$ cat config.mk
export PLATFORM = sky130hd
export DESIGN_NAME = scaled_clock_bank
export DESIGN_NICKNAME = d
export VERILOG_FILES = /design/src/rtl/scaled_clock_bank.sv
export SDC_FILE = /design/constraint.sdc
export NUM_CORES = 1
export LEC_CHECK = 0
export CAP_MARGIN = 10
export CORE_ASPECT_RATIO = 0.75
export CORE_MARGIN = 3
export CORE_UTILIZATION = 55
export DETAILED_ROUTE_END_ITERATION = 8
export PLACE_DENSITY = 0.81
export SLEW_MARGIN = 0
export SYNTH_ARGS = -nofsm -noshare
export SYNTH_HDL_FRONTEND = slang
export SYNTH_SLANG_ARGS = --single-unit
$ cat constraint.sdc
create_clock -name inclk -period 3.9 [get_ports inclk]
set_input_delay 0.78 -clock inclk [delete_from_list [all_inputs] [get_ports inclk]]
set_output_delay 0.78 -clock inclk [all_outputs]
set_load 0.01 [all_outputs]
$ cat src/rtl/scaled_clock_bank.sv
// scaled_clock_bank: NUM_CH independent 50%-duty clock dividers running off inclk.
// Each channel has its own enable and a runtime-loadable half-period. New divisors
// take effect only at the end of a full output period, so no period is ever cut short
// or stretched. sync_all restarts every channel in phase.
module scaled_clock_bank #(
   parameter int unsigned NUM_CH     = 2,
   parameter int unsigned CNT_W      = 26,
   parameter int unsigned DEFAULT_HP = 50000000
) (
   input  logic                    inclk,
   input  logic                    rst,
   input  logic [NUM_CH-1:0]       ena,
   input  logic                    sync_all,
   input  logic [NUM_CH*CNT_W-1:0] div_val,
   input  logic [NUM_CH-1:0]       div_load,
   output logic [NUM_CH-1:0]       clk_out,
   output logic [NUM_CH-1:0]       tick,
   output logic [NUM_CH-1:0]       pend
);

   localparam logic [CNT_W-1:0] HP_RST = CNT_W'(DEFAULT_HP);
   localparam logic [CNT_W-1:0] ONE    = CNT_W'(1);

   for (genvar g = 0; g < NUM_CH; g++) begin : g_ch
      logic [CNT_W-1:0] count;
      logic [CNT_W-1:0] hp;
      logic [CNT_W-1:0] pv;
      logic [CNT_W-1:0] slice;
      logic [CNT_W-1:0] hp_m1;
      logic             boundary;
      logic             co;
      logic             tk;
      logic             pd;

      // Decode this channel's divisor slice and the terminal-count compare.
      // A zero half-period behaves as one, so hp_eff-1 is zero in both cases.
      always_comb begin
         slice    = div_val[g*CNT_W +: CNT_W];
         hp_m1    = (hp == '0) ? '0 : hp - ONE;
         boundary = (count == hp_m1);
      end

      // Divider state: restart on sync/disable, toggle at terminal count,
      // and swap in a pending divisor only at the falling (end-of-period) boundary.
      always_ff @(posedge inclk) begin
         if (rst) begin
            count <= '0;
            hp    <= HP_RST;
            pv    <= '0;
            co    <= 1'b0;
            tk    <= 1'b0;
            pd    <= 1'b0;
         end else if (sync_all || !ena[g]) begin
            count <= '0;
            co    <= 1'b0;
            tk    <= 1'b0;
            pd    <= 1'b0;
            if (div_load[g]) begin
               hp <= slice;
            end else if (pd) begin
               hp <= pv;
            end
         end else if (boundary) begin
            count <= '0;
            co    <= ~co;
            tk    <= ~co;
            if (co) begin
               // End of a full period: a load in this very cycle bypasses pv.
               pd <= 1'b0;
               if (div_load[g]) begin
                  hp <= slice;
               end else if (pd) begin
                  hp <= pv;
               end
            end else if (div_load[g]) begin
               pv <= slice;
               pd <= 1'b1;
            end
         end else begin
            count <= count + ONE;
            tk    <= 1'b0;
            if (div_load[g]) begin
               pv <= slice;
               pd <= 1'b1;
            end
         end
      end

      assign clk_out[g] = co;
      assign tick[g]    = tk;
      assign pend[g]    = pd;
   end

endmodule
==> flow_metrics.py <==
metrics = {
    "power": {
        "power_frac_comb_pct": 16.4,
        "p_per_area_nw_per_um2": 355,
        "power.total_mw": 4.29,
        "p_int_mw": 3.08,
        "clock_power_share_pct": 41.8,
        "p_sw_share_pct": 28.1,
        "power_switching_mw": 1.21,
        "seq_power_share_pct": 41.8,
        "power_leakage_nw": 4.37,
        "vdd_ir_drop_max_mv": 0.392,
    },
    "place": {
        "dp_slack_ns": -0.0116,
        "io_buffer_count": 64,
        "gp_congestion": 0.980,
        "dp_hpwl_um": 19800,
        "placedInstanceArea_um2": 11300,
    },
    "logic_synthesis": {
        "synth_seq_cells": 162,
        "yosys-top-cells-area": "dfxtp_1, mux2i_1, nand2b_1, nor2_1, xor2_1",
        "avgSynthCellArea_um2": 8.48,
        "synth_warnings": 0,
        "synth_common_cells": "dfxtp_1, nor2_1, nand2b_1, mux2i_1, clkbuf_1",
        "synth_edf_count": 0,
        "ys_seq_area_share_pct": 31.6,
        "yosysTopAreaCell": "dfxtp_1",
        "yosysMostFrequentCell": "dfxtp_1",
        "syn-instance-count": 1212,
        "syn_nets": 1275,
        "synth_flop_cell": "dfxtp_1",
        "synth_cell_types": 74,
        "async_flop_share_pct": 0,
        "synth_top_cell_area_share_pct": 31.6,
        "syn_area_um2": 10300,
    },
    "setup_path": {
        "crit_chain": "or4_1 -> buf_4 -> or3_1 -> o31a_1 -> o21ai_1 -> xnor2_1 -> a211oi_1 -> nand4_1 -> o31a_1 -> buf_12 -> clkbuf_16 -> mux2_2",
        "start_kind": "flop",
        "end_kind": "flop",
        "cp.required_ns": 4.23,
        "critPathMaxFanout": 13,
        "slowest_delay_ns": 0.58,
        "critPathKind": "flop to flop",
        "worst_ep_arrival_time_ns": 4.19,
        "cp_slowest_cell": "or4_1",
        "crit_path_frequent_cell": "o31a_1",
        "rrSetupSlack_ns": 0.04,
    },
    "drt": {
        "postRouteAntennaNets": 0,
        "vias_per_cell": 6.03,
        "drc_errors": 0,
        "drt-total-wl_um": 28300,
        "drt-met1-wl_um": 14200,
        "dr_wl_met2_um": 11000,
        "drtIter0Drc": 952,
        "firstDrtPassIters": 6,
        "num_vias": 9163,
        "wl_met3_um": 2700,
        "top_layer": "met4",
        "wl_per_cell_um": 18.6,
    },
    "layout": {
        "nets": 1327,
        "final_util_pct": 67.2,
        "syn_to_final_growth_pct": 17.6,
        "design_area_um2": 12100,
        "layout-drive-gt1-share_pct": 11.6,
    },
    "timing": {
        "rsz0062_at_grt": "true",
        "hold_viol": 0,
        "period_needed_ns": 3.86,
        "relSlewSlack_pct": 27.8,
        "fin_skew_ns": 0.0140,
        "holdWs_ns": 0.469,
        "tightestPinTransition_ns": 1.08,
        "slew_violations": 0,
        "setup_slack_ns": 0.0353,
        "finalSetupViolations": 0,
        "fin_crit_sh_pct": 99.1,
        "fmax_ghz": 0.259,
    },
    "grt": {
        "antenna_found_initial": 0,
        "track_usage_pct": 26.6,
        "grt_pass1_vias": 8190,
        "overflow": 0,
        "grt_max_degree": 62,
        "grt_pass1_wl_um": 43700,
    },
    "clock_network": {
        "htreeDepth": 4,
        "cts.clk_slew.worst_paths_ns": 0.07,
        "cts_buffer_depth": 2,
        "insertion_delay_ns": 0.44,
        "cts_tree": "built",
        "hold_buffers": 0,
        "cts-root-buf": "clkbuf_16",
        "cts.sinks": 162,
        "cts_made_buffers": 17,
    },
    "floorplan": {
        "initial_core_util_pct": 57.2,
        "row_count": 42,
        "die_y_um": 124,
        "ios": 65,
        "core-area_um2": 18000,
        "die_area_um2": 20400,
        "die_x_um": 164,
    },
    "run_status": {
        "outcome": "finished clean",
    },
    "min_path": {
        "hold_path_class": "flop to flop",
    },
    "flow_run": {
        "max_cap_viol_count": 0,
    },
}
registers in the layout (all words and copies together) (netlist names):
signal      count
g_ch.count     52
g_ch.hp        52
g_ch.pv        52
g_ch.co         2
g_ch.pd         2
g_ch.tk         2
power groups by stage:
| stage | Clock [mW] | Sequential [mW] | Combinational [mW] |
|---|---|---|---|
| after floorplan | 0 | 1.80 | 0.451 |
| after global placement | 0 | 1.82 | 0.649 |
| after detailed placement | 0 | 1.82 | 0.662 |
| after CTS | 1.81 | 1.79 | 0.672 |
| after global routing | 1.88 | 1.80 | 0.755 |
| final | 1.79 | 1.79 | 0.705 |
cell type report:
class                           instances  area, µm²
Clock inverter                         14        191
Antenna cell                            1       2.50
Timing Repair Buffer                  130       1270
Multi-Input combinational cell        939       6600
Fill cell                            1386       5890
Tap cell                              242        303
Clock buffer                           17        425
Sequential cell                       162       3240
Inverter                               14       52.6
critical path, delay by kind of cell (launching register included):
family | cells | cell delay [ns]
buf+inv | 3 | 0.52
mux | 1 | 0.27
simple gates | 3 | 1.28
flops | 1 | 0.31
compound gates | 4 | 1.23
xor+xnor | 1 | 0.14
path summary, 6_finish.rpt:
kind | start | endpoint | cells past startpoint
max | g_ch[0].hp[3] | g_ch[0].hp[5] | 12
max reg2reg | g_ch[0].hp[3] | g_ch[0].hp[5] | 12
min reg2reg | g_ch[1].pv[22] | g_ch[1].pv[22] | 2
min | g_ch[1].pv[22] | g_ch[1].pv[22] | 2
layer usage:
layer | track usage, % | vias up
met2 | 33.8 | 363
met4 | 8.01 | 0
met1 | 42.1 | 4349
met3 | 7.95 | 41
li1 | - | 4410
met5 | 0 | -
stage by stage:
step,cells,TNS [ns]
floorplan,1212,0
global placement,1480,0
detailed placement,1480,-0.0396
CTS,1512,0
global route,1518,-0.205
finish,1519,0
kinds of logic after synthesis:
family | synth area share (%)
mux | 12.7
compound gates | 11.5
buf+inv | 4.82
flops | 31.6
fa+ha+maj | 0.487
xor+xnor | 9.51
simple gates | 29.4
layout by cell type (no fill, tap or decap), types with 6 or more instances in the layout:
cell type        instances
and3_1                  19
clkbuf_16               19
nor2b_1                 44
nor4_2                   6
buf_4                   56
nor4_1                  22
mux2_2                   7
nor2_1                 138
nand3_1                 30
nand2_1                 40
a211oi_1                59
o21ai_0                 20
buf_12                   9
a21oi_1                 23
nand4_1                 25
nand3b_1                 9
or3_1                   11
and4_1                  10
dfxtp_1                162
clkdlybuf4s50_1         61
xor2_1                  53
or4_1                   13
mux2i_1                111
nor3_1                  25
inv_1                   13
mux2_4                   8
nand2b_1               113
xnor2_1                 47
what timing repair did:
item | 4_1_cts | 5_1_grt
gates resized for setup | 1 | 10
endpoints found under the hold margin | 0 | 0
setup buffers | 1 | 4
gates cloned | 0 | 2
pin swaps | 1 | 1
endpoints found under the setup margin | 14 | 104
No activity file was read; power rests on OpenSTA's default activity.
